`src/rtl/imem_line_filler_pkg.sv`:
```
`default_nettype none
// ============================================================================
//  imem_line_filler_pkg
//  Shared definitions for the instruction-side line-fill engine.
//
//  Contents:
//    fill_state_t  : FSM states (IDLE, REQ, WAIT, DONE)
//    ADDR_W        : byte-address width (32)
//    LINE_BYTES    : bytes per cache line (32)
//    LINE_WORDS    : 32-bit words per cache line (8)
//    OFFSET_BITS   : byte-offset bits inside a line (5)
//    WORD_IDX_BITS : word-index bits inside a line (3)
//    line_base()   : clears the in-line byte offset of an address
//
//  Revision: 1.0  initial release
// ============================================================================
package imem_line_filler_pkg;

  localparam int ADDR_W        = 32;
  localparam int LINE_BYTES    = 32;
  localparam int LINE_WORDS    = 8;
  localparam int OFFSET_BITS   = 5;
  localparam int WORD_IDX_BITS = 3;

  typedef enum logic [1:0] {
    IDLE = 2'd0,
    REQ  = 2'd1,
    WAIT = 2'd2,
    DONE = 2'd3
  } fill_state_t;

  // Aligned base address of the line containing addr.
  function automatic logic [ADDR_W-1:0] line_base(input logic [ADDR_W-1:0] addr);
    return {addr[ADDR_W-1:OFFSET_BITS], {OFFSET_BITS{1'b0}}};
  endfunction

endpackage : imem_line_filler_pkg
`default_nettype wire

```
`src/rtl/imem_line_filler.sv`:
```
`default_nettype none
// ============================================================================
//  imem_line_filler
//  Instruction-side line-fill engine. On an L1 I-cache miss it fetches one
//  aligned 256-bit line as eight single-word reads on the 32-bit system bus,
//  assembles the line and returns it with a one-cycle done pulse. Exactly one
//  fill is in flight at a time; requests are not pipelined.
//
//  Ports:
//    sys_clk        in   1    clock, all state on posedge
//    rst_n          in   1    synchronous, active-low reset
//    immu_read      in   1    fill request, sampled only in IDLE
//    immu_addr      in   32   any byte address inside the requested line
//    immu_done      out  1    one-cycle pulse, immu_read_data valid
//    immu_read_data out  256  assembled line, word i in [32i+31:32i]
//    busy           out  1    high in every state except IDLE
//    bus_req_valid  out  1    word read request valid
//    bus_req_ready  in   1    bus accepts the request
//    bus_req_addr   out  32   word-aligned read address
//    bus_rsp_valid  in   1    read data valid (in order, one per request)
//    bus_rsp_data   in   32   read data
//
//  Build option:
//    IMEM_FILL_CWF_EN  critical-word-first: the fill starts at the word
//                      addressed by immu_addr[4:2] and wraps around the
//                      line. Undefined: words are fetched 0..7.
//
//  Revision: 1.0  initial release
// ============================================================================
module imem_line_filler
  import imem_line_filler_pkg::*;
(
  input  logic                     sys_clk,
  input  logic                     rst_n,
  input  logic                     immu_read,
  input  logic [ADDR_W-1:0]        immu_addr,
  output logic                     immu_done,
  output logic [LINE_WORDS*32-1:0] immu_read_data,
  output logic                     busy,
  output logic                     bus_req_valid,
  input  logic                     bus_req_ready,
  output logic [ADDR_W-1:0]        bus_req_addr,
  input  logic                     bus_rsp_valid,
  input  logic [31:0]              bus_rsp_data
);

  fill_state_t state;
  fill_state_t state_nx;

  logic [ADDR_W-1:0]        base;        // aligned line base of current fill
  logic [WORD_IDX_BITS-1:0] idx;         // word slot of the current beat
  logic [WORD_IDX_BITS-1:0] beat;        // beats completed so far
  logic [WORD_IDX_BITS-1:0] start_word;  // first word slot of a new fill
  logic [31:0]              words [LINE_WORDS];

  logic accept_req;
  logic take_rsp;
  logic last_beat;

  // --------------------------------------------------------------------------
  // Start word selection
  // --------------------------------------------------------------------------
`ifdef IMEM_FILL_CWF_EN
  assign start_word = immu_addr[OFFSET_BITS-1:2];
`else
  assign start_word = '0;
`endif

  // The byte offset only matters for the start word (CWF build); the two
  // byte-lane bits never matter since every bus access is a full word.
  logic unused_addr_offset;
  assign unused_addr_offset = ^immu_addr[OFFSET_BITS-1:0];

  // --------------------------------------------------------------------------
  // Handshake qualifiers
  // --------------------------------------------------------------------------
  assign accept_req = (state == REQ)  && bus_req_ready;
  // Responses outside WAIT are protocol violations and are dropped here.
  assign take_rsp   = (state == WAIT) && bus_rsp_valid;
  // The beat counter wraps, so "eighth beat" is the response taken with
  // beat == 7; the counter is independent of the (possibly rotated) slot.
  assign last_beat  = (beat == WORD_IDX_BITS'(LINE_WORDS - 1));

  // --------------------------------------------------------------------------
  // FSM state register
  // --------------------------------------------------------------------------
  always_ff @(posedge sys_clk) begin
    if (!rst_n) begin
      state <= IDLE;
    end else begin
      state <= state_nx;
    end
  end

  // --------------------------------------------------------------------------
  // FSM next-state logic
  // --------------------------------------------------------------------------
  always_comb begin
    state_nx = state;
    case (state)
      IDLE: begin
        if (immu_read) begin
          state_nx = REQ;
        end
      end
      REQ: begin
        if (accept_req) begin
          state_nx = WAIT;
        end
      end
      WAIT: begin
        if (take_rsp) begin
          state_nx = last_beat ? DONE : REQ;
        end
      end
      DONE: begin
        state_nx = IDLE;
      end
      default: begin
        state_nx = IDLE;
      end
    endcase
  end

  // --------------------------------------------------------------------------
  // Fill datapath: line base, word pointer, beat count, line register
  // --------------------------------------------------------------------------
  always_ff @(posedge sys_clk) begin
    if (!rst_n) begin
      base <= '0;
      idx  <= '0;
      beat <= '0;
      for (int i = 0; i < LINE_WORDS; i++) begin
        words[i] <= '0;
      end
    end else begin
      if ((state == IDLE) && immu_read) begin
        base <= line_base(immu_addr);
        idx  <= start_word;
        beat <= '0;
      end else if (take_rsp) begin
        words[idx] <= bus_rsp_data;
        // 3-bit wrap keeps the CWF order inside the line.
        idx        <= idx + WORD_IDX_BITS'(1);
        beat       <= beat + WORD_IDX_BITS'(1);
      end
    end
  end

  // --------------------------------------------------------------------------
  // Outputs
  // --------------------------------------------------------------------------
  // base has its low five bits clear, so OR-ing the word offset is an add that
  // can never carry out of the line. Built only from registers, so the address
  // is stable for as long as the request waits for ready.
  assign bus_req_addr  = base | ADDR_W'({idx, 2'b00});
  assign bus_req_valid = (state == REQ);
  assign immu_done     = (state == DONE);
  assign busy          = (state != IDLE);

  for (genvar g = 0; g < LINE_WORDS; g++) begin : g_pack_line
    assign immu_read_data[32*g +: 32] = words[g];
  end

endmodule : imem_line_filler
`default_nettype wire

```
`config.mk`:
```
export PLATFORM = sky130hd
export DESIGN_NAME = imem_line_filler
export DESIGN_NICKNAME = d
export VERILOG_FILES = /design/src/rtl/imem_line_filler_pkg.sv /design/src/rtl/imem_line_filler.sv
export SDC_FILE = /design/constraint.sdc
export NUM_CORES = 1
export LEC_CHECK = 0
export CAP_MARGIN = 20
export CORE_UTILIZATION = 51
export CTS_BUF_LIST = sky130_fd_sc_hd__clkbuf_4
export DETAILED_ROUTE_END_ITERATION = 8
export PLACE_DENSITY = 0.9
export SLEW_MARGIN = 20
export SYNTH_ARGS = -nofsm -noshare
export SYNTH_HDL_FRONTEND = slang
export SYNTH_SLANG_ARGS = --single-unit
```
`constraint.sdc`:
```
create_clock -name sys_clk -period 7.45 [get_ports sys_clk]
set_input_delay 0.745 -clock sys_clk [delete_from_list [all_inputs] [get_ports sys_clk]]
set_output_delay 0.745 -clock sys_clk [all_outputs]
set_load 0.05 [all_outputs]
```
* Word-level counts from Yosys, hierarchy flattened
Memory sizes are Yosys's and may differ from the RTL's.
Cells that the tools add are included.
** Word-level totals
- Register bits after elaboration :: 35
- RAM bits :: 256
- Word-level logic and storage cells :: 37
- Memories kept :: 1
** Operators by class
- Add/sub/neg operators :: 2
- Equality and inequality tests :: 7
- Multiplexer cells :: 13
- Bitwise gates (word level) :: 2
- Reduce and logical (&&, ||, !) cells :: 8
** Memory list
- words :: words 8, width 32, rd ports 8, clocked after memory_dff 0, write ports 8, RTL line imem_line_filler.sv:54 : logic [31:0] words [LINE_WORDS];
** Operator list (count)
- $mux W32 :: 1
- $or A32 B5 Y32 :: 1
- $reduce_or A32 Y1 :: 1
- $mux W2 :: 4
- $pmux W2 S4 :: 1
- $add A3 B1 Y3 const B :: 2
- $mux W1 :: 6
- $eq A2 B2 Y1 const B :: 2
- $ne A2 B2 Y1 const B :: 2
- $eq A3 B3 Y1 const B :: 1
- $logic_and A1 B1 Y1 :: 3
- $mux W3 :: 1
- $reduce_and A3 Y1 :: 1
- $eq A2 B1 Y1 const B :: 1
- $logic_not A2 Y1 :: 1
- $ne A2 B1 Y1 const B :: 1
- $reduce_bool A2 Y1 :: 1
- $reduce_or A2 Y1 :: 1
- $not A1 Y1 :: 1

* Longest topological paths before layout
Gate-level depths: netlist of the first run.
- Word-level depth :: 8
- Gate-level depth with buffers :: 6
- Gate-level depth less buffers :: 5

* Worst setup path after synthesis of the first run
No wires, ideal clock.
- Kind :: input-to-reg
- Start point :: input rst_n
- End point :: memory words[0][0], enable pin
- Arrival :: 3.544 ns
- Required time :: 6.984 ns
- Setup slack :: 3.440 ns
- Stages on the path :: 3
- Buffers on the path :: 1
- Path through :: or3b_1 buf_2 o21ai_0
** RTL lines
- from (decl) :: RTL line imem_line_filler.sv:34 : input logic rst_n,
- to (decl) :: RTL line imem_line_filler.sv:54

==> run_results.csv, run 1 <==
group,metric,value,unit
cts,cts_repair_resize_count,0,
sta,setup_violations,0,
logic_synthesis,synth-xor-area-share,0.164,%
logic_synthesis,synth_async_sr_flop_share,0,%
pwr,total_power,3.61,mW
placement,post_dp_hpwl,20.7,mm
drt,antenna_nets_post_route,0,
pwr,max-vdd-ir-drop,0.000156,V
floorplan,ioPinCount,360,
logic_synthesis,synth_compound_area_share,2.61,%
cts,post_cts.repair.setup_buffers,0,
layout,layout.cells.non_filler,1503,
sta,fmax,304,MHz
outcome,run_status,"finished clean",
layout,post_route_cells_drive_above_1_share,11.1,%
logic_synthesis,ys_dominant_reg_cell,"edfxtp_1",
floorplan,core.rowCount,52,
grt,grt_pass1_vias,7976,
grt,grt_remaining_overflow,0,
logic_synthesis,post_synth_fa_ha_maj_area_fraction,0.352,%
sta,max_slew.worst_pin.slew,1110,ps
logic_synthesis,ys_seq_elements,291,
drt,firstDrtPassIters,5,
sta,hold-worst-slack,453,ps
sta,worst_slew_margin_rel,25.9,%
logic_synthesis,post_synth_num_cell_types,34,
cts,cts_htree_levels,3,
cts,path_clk_slew,60,ps
drt,detailroute.via_count,7979,
critical_path,r2r_slack,4630,ps
drt,detail_route.wl_per_cell,20.8,um
logic_synthesis,synthMuxAreaShare,0.282,%
grt,antenna_violations_before_repair,1,
placement,buffer_ports.inserted,352,
sta,grt_setup_unrepaired,"false",
cts,clock_tree.root_cell,"clkbuf_4",
placement,gp_routability_congestion,0.881,
cts,cts_tree,"yes",
logic_synthesis,syn-cell-area,0.0107,mm2
sta,finalClockSkew,40.3,ps
critical_path,worst_ep_required_time,7690,ps
critical_path,critical_path.reg2reg.endpoint,"words[0][22]$_SDFFCE_PN0P_",
floorplan,dieHeight,147,um
drt,dr_wl_met3,2.81,mm
floorplan,core-area,0.0204,mm2
sta,layout_min_cycle_time,3290,ps
grt,global_route.usage.total,28.8,%
grt,pin_count_of_the_biggest_net_entering_global_routing,67,
drt,drt_drc_violations_left,0,
critical_path,timing.setup.critical_path_class,"in2reg",
placement,place.detailed.instances,1371,
sta,post-route-period-util,44.1,%
critical_path,reg_to_reg_startpoint,"idx[2]$_SDFFE_PP0P_",
critical_path,timing.critical_path.fanout_max,42,
sta,layout_setup_ws,4160,ps
drt,viasPerCell,5.31,
cts,ctsHoldBuffers,0,
drt,wl_met2,15.7,mm
drt,routed.top_layer,"met4",
floorplan,die_x,147,um
cts,clock_insertion_delay_worst_skew,660,ps
worst_hold_path,hold_path_class,"reg2reg",
run,maxCapViolCount,0,
layout,area_growth,45.5,%
placement,pre_cts_slack,3400,ps
sta,final_hold_viol_count,0,
logic_synthesis,main_combinational_cell_family_by_area_after_synthesis,"simple AND/OR/NAND/NOR gates",
sta,report.final.slew_viol_count,0,
critical_path,worst-r2r-cell-count,3,
sta,timing.setup.tns,0,ps
logic_synthesis,synth-edff-count,256,
floorplan,initial_utilization,52.4,%
logic_synthesis,synth_sequential_area_ratio,78.7,%
pwr,static-leakage-power,5.44,nW
floorplan,die-area,0.0215,mm2
layout,final_net_count,1253,
grt,grt_pass1_wl,45.8,mm
logic_synthesis,number_of_warnings_printed_during_yosys_synthesis,0,
cts,cts_made_buffers,72,
cts,tritoncts_num_sinks,291,
worst_hold_path,timing.hold.worst_path_depth,2,
worst_hold_path,hold_end,"base[12]$_SDFFE_PN0P_",
logic_synthesis,avgSynthCellArea,13.5,um2
critical_path,worst-endpoint-arrival,3530,ps
layout,filler_cell_count_in_the_final_layout,1171,
drt,wl,31.3,mm
cts,cts_max_path_buffers,3,
drt,met1Wirelength,11.3,mm
critical_path,critical_path.endpoint_type,"flop",
pwr,power-per-cell-area,233,mW/mm2
critical_path,worst_setup_path_start_kind,"input pin",
worst_hold_path,worstHoldStart,"base[12]$_SDFFE_PN0P_",
logic_synthesis,postSynthCellCount,790,
logic_synthesis,synth-simple-area-share,15.6,%
drt,detail_route.iter0.violations,723,
registers in the layout (all words and copies together) (netlist names):
name / cells
base: 27
beat: 3
state: 2
words: 256
idx: 3
how the worst max path moves through the flow:
stage                     startpoint                         end
final                          rst_n  words[0][22]$_SDFFCE_PN0P_
after global routing           rst_n  words[0][18]$_SDFFCE_PN0P_
after CTS                      rst_n  words[7][13]$_SDFFCE_PN0P_
after detailed placement       rst_n  words[7][30]$_SDFFCE_PN0P_
after global placement         rst_n  words[6][22]$_SDFFCE_PN0P_
after floorplan                rst_n   words[0][0]$_SDFFCE_PN0P_
power by group:
| part | internal [mW] | total, mW | switching, mW | leakage, nW |
|---|---|---|---|---|
| combinational | 0.154 | 0.483 | 0.329 | 1.98 |
| sequential | 1.83 | 1.85 | 0.0258 | 2.93 |
| clock | 0.644 | 1.28 | 0.634 | 0.526 |
worst max-delay path, stage by stage:
cell and delay (ps):
buf_2 700, or3b_1 770, buf_4 370, o21ai_4 870
placed cells by master, fill, tap and decap left out, drive strengths merged, types with 2 or more instances in the layout:
cell type,instances
clkdlybuf4s50,351
edfxtp,256
nor2,231
nand2,121
clkbuf,97
dfxtp,35
and2,33
a21boi,28
clkinv,21
buf,14
o21ai,8
inv,7
nand3b,3
mux2i,3
ha,3
nand4b,2
xor2,2
conb,2
or3b,2
final cells by class:
type | count | area, um2 | area share [%]
inverter | 2 | 7.51 | 0.0484
clock inverter | 28 | 141 | 0.912
tap | 270 | 338 | 2.18
sequential | 291 | 8390 | 54.1
antenna | 1 | 2.50 | 0.0161
clock buffer | 97 | 728 | 4.70
timing repair buffer | 365 | 3760 | 24.2
multi-input combinational | 449 | 2150 | 13.9
cell families (layout without fill, tap and decap cells):
| family | after synthesis | in the layout |
|---|---|---|
| AOI/OAI and AO/OA | 40 | 40 |
| DFF | 291 | 291 |
| muxes | 3 | 3 |
| xor gates and xnor gates | 2 | 2 |
| other | 1 | 3 |
| and+or+nand+nor | 399 | 399 |
| adders and majority gates | 3 | 3 |
| buffers and inverters | 51 | 492 |
cells in the mapped netlist, types with 3 or more instances:
master	number	area [um2]
dfxtp_1	35	701
o21ai_0	8	40.0
clkbuf_1	21	78.8
mux2i_1	3	30.0
edfxtp_1	256	7690
nand3b_1	3	22.5
nand2_1	121	454
buf_2	12	60.1
a21boi_0	8	60.1
buf_1	8	30.0
buf_6	3	33.8
nor2_1	230	863
buf_4	5	37.5
and2_1	33	206
ha_1	3	37.5
a21boi_1	20	150
metrics by stage:
stage	utilization, %	instance area (um2)
floorplan	-	10700
global placement	70.9	14400
detailed placement	71.1	14500
CTS	75.3	15300
global route	76.2	15500
finish	76.2	15500
per-layer routing:
metal,GRT usage (%),up-vias
met2,47.5,519
met3,6.44,90
met5,0,-
met1,35.1,3848
met4,16.6,0
li1,-,3522
Power figures use the tool's default switching activity.
==> inputs of run 2 (changes only) <==
--- a/config.mk
+++ b/config.mk
@@ -6,10 +6,10 @@
 export NUM_CORES = 1
 export LEC_CHECK = 0
 export CAP_MARGIN = 20
-export CORE_UTILIZATION = 51
+export CORE_UTILIZATION = 43
 export CTS_BUF_LIST = sky130_fd_sc_hd__clkbuf_4
 export DETAILED_ROUTE_END_ITERATION = 8
-export PLACE_DENSITY = 0.9
+export PLACE_DENSITY = 0.81
 export SLEW_MARGIN = 20
 export SYNTH_ARGS = -nofsm -noshare
 export SYNTH_HDL_FRONTEND = slang
==> constraint.sdc (replaced) <==
create_clock -name sys_clk -period 2.75 [get_ports sys_clk]
set_input_delay 0.275 -clock sys_clk [delete_from_list [all_inputs] [get_ports sys_clk]]
set_output_delay 0.275 -clock sys_clk [all_outputs]
set_load 0.05 [all_outputs]
==> run 2 against run 1 <==
Effect of this change:
- die area grew 18%
- count of clock-buffer cells in the layout grew 12
- wire length shrank 4.2%
- sequential cell count is the same
==> run_results.csv, run 2 (same netlist as run 1, synthesis figures left out) <==
group,metric,value,unit
outcome,run_status,"finished clean",
cts,cts_made_buffers,74,
floorplan,ioPinCount,360,
worst_hold_path,hold_path_class,"in2reg",
cts,cts_repair_resize_count,0,
worst_hold_path,worstHoldStart,"immu_addr[29]",
pwr,total_power,9.90,mW
drt,viasPerCell,4.91,
grt,antenna_violations_before_repair,2,
floorplan,core-area,0.0243,mm2
cts,tritoncts_num_sinks,291,
sta,setup_violations,0,
grt,global_route.usage.total,23.7,%
floorplan,die-area,0.0254,mm2
cts,post_cts.repair.setup_buffers,0,
sta,fmax,385,MHz
layout,mostFrequentLayoutCells,"clkdlybuf4s50_1, edfxtp_1, nor2_1",
critical_path,critical_path.endpoint_type,"output pin",
floorplan,initial_utilization,43.8,%
layout,area.sequential,0.00839,mm2
critical_path,worst-r2r-cell-count,3,
critical_path,worst-endpoint-arrival,2320,ps
floorplan,core.rowCount,57,
sta,final_hold_viol_count,0,
drt,firstDrtPassIters,6,
cts,clock_insertion_delay_worst_skew,640,ps
layout,filler_cell_count_in_the_final_layout,1745,
critical_path,timing.critical_path.fanout_max,14,
critical_path,max_stage_delay_on_crit_path,820,ps
critical_path,timing.critical_path.max_delay_family,"buffers and inverters",
floorplan,dieHeight,159,um
layout,area_growth,46.6,%
drt,drt_drc_violations_left,0,
layout,final_common_cell,"clkdlybuf4s50_1",
layout,largest_registers,"words x256, base x27",
critical_path,crit_path_cell_trace,"and2_1, clkdlybuf4s50_1",
critical_path,critical-path-slowest-cell,"clkdlybuf4s50_1",
grt,grt_pass1_wl,45.3,mm
layout,final_net_count,1265,
cts,path_clk_slew,70,ps
grt,pin_count_of_the_biggest_net_entering_global_routing,42,
critical_path,timing.setup.critical_path_class,"reg2out",
drt,wl,30.0,mm
sta,worst_slew_margin_rel,57.9,%
cts,cts_max_path_buffers,3,
layout,fin_area,0.0156,mm2
critical_path,r2r_slack,570,ps
pwr,max-vdd-ir-drop,0.000335,V
layout,largest_register,"words",
layout,multi_input_comb_area,0.00215,mm2
worst_hold_path,hold_end,"base[29]$_SDFFE_PN0P_",
sta,timing.setup.tns,0,ps
drt,detail_route.iter0.violations,734,
sta,post-route-period-util,94.4,%
sta,hold-worst-slack,170,ps
critical_path,worst_ep_required_time,2480,ps
sta,grt_setup_unrepaired,"false",
critical_path,worstPathBufferInverterCount,1,
critical_path,reg_to_reg_startpoint,"state[1]$_SDFFE_PN0P_",
cts,ctsHoldBuffers,0,
sta,layout_min_cycle_time,2600,ps
critical_path,worst_setup_path_start_kind,"flop",
drt,detailroute.via_count,7770,
pwr,power-per-cell-area,634,mW/mm2
cts,cts_tree,"yes",
placement,gp_routability_congestion,0.889,
grt,grt_pass1_vias,7743,
drt,antenna_nets_post_route,0,
layout,layout.cells.non_filler,1581,
placement,post_dp_hpwl,20.7,mm
placement,placement.cell_area,0.0147,mm2
pwr,static-leakage-power,5.48,nW
worst_hold_path,timing.hold.worst_path_depth,3,
layout,largest_register_ffs,256,
run,maxCapViolCount,0,
layout,post_route_cells_drive_above_1_share,12.4,%
sta,report.final.slew_viol_count,0,
sta,max_slew.worst_pin.slew,630,ps
grt,grt_remaining_overflow,0,
cts,cts_htree_levels,3,
drt,detail_route.wl_per_cell,19.0,um
cts,clock_tree.root_cell,"clkbuf_4",
placement,buffer_ports.inserted,352,
critical_path,critical_path.reg2reg.endpoint,"words[5][21]$_SDFFCE_PN0P_",
sta,finalClockSkew,46.6,ps
floorplan,die_x,159,um
placement,place.detailed.instances,1441,
==> run 2: how the worst max path moves through the flow <==
stage	start	endpoint	slack, ps	cells after the start
after floorplan	idx[1]$_SDFFE_PP0P_	words[7][0]$_SDFFCE_PN0P_	-260	3
after global placement	bus_rsp_valid	words[5][23]$_SDFFCE_PN0P_	460	4
after detailed placement	bus_rsp_valid	words[5][23]$_SDFFCE_PN0P_	410	4
after CTS	state[0]$_SDFFE_PN0P_	bus_req_valid	90	2
after global routing	state[0]$_SDFFE_PN0P_	bus_req_valid	30	2
final	state[0]$_SDFFE_PN0P_	immu_done	150	2
==> run 2: cell type report <==
cell class              count  area share [%]
well taps                 324            2.59
diodes                      2          0.0320
clock inverters            29           0.832
repair buffers            375            23.9
multi-input cells         449            13.7
flip-flops and latches    291            53.7
inverters                   2          0.0480
clock buffers             109            5.23
==> run 2: where the power goes <==
part / switching, mW / leakage [nW] / internal (mW)
clock network: 1.76 / 0.562 / 1.84
registers: 0.0654 / 2.93 / 4.95
logic: 0.881 / 1.99 / 0.408
total: 2.70 / 5.48 / 7.20
==> run 2: tightest hold or removal path, delay by kind of cell <==
| family | cells | cell delay (ps) |
|---|---|---|
| buffers and inverters | 1 | 390 |
| AND/OR/NAND/NOR | 1 | 50 |
| AO/OA/AOI/OAI | 1 | 40 |
==> run 2: routing by layer <==
metal  track usage [%]  vias up  share of wire [%]  routed length [um]
met5                 0        -                  0                   0
met4              10.0        0                3.0                 894
met3              6.28       62                9.4                2820
met2              38.5      479                 49               14700
met1              30.2     3678                 38               11600
li1                  -     3551                  -                   -
==> run 2: through the flow <==
| step | util [%] | setup WS [ps] |
|---|---|---|
| final | 64.3 | 154 |
| after global routing | 64.3 | 30.9 |
| after CTS | 64.3 | 87.7 |
| after detailed placement | 60.4 | 412 |
| after global placement | 60.4 | 465 |
| after floorplan | - | -264 |
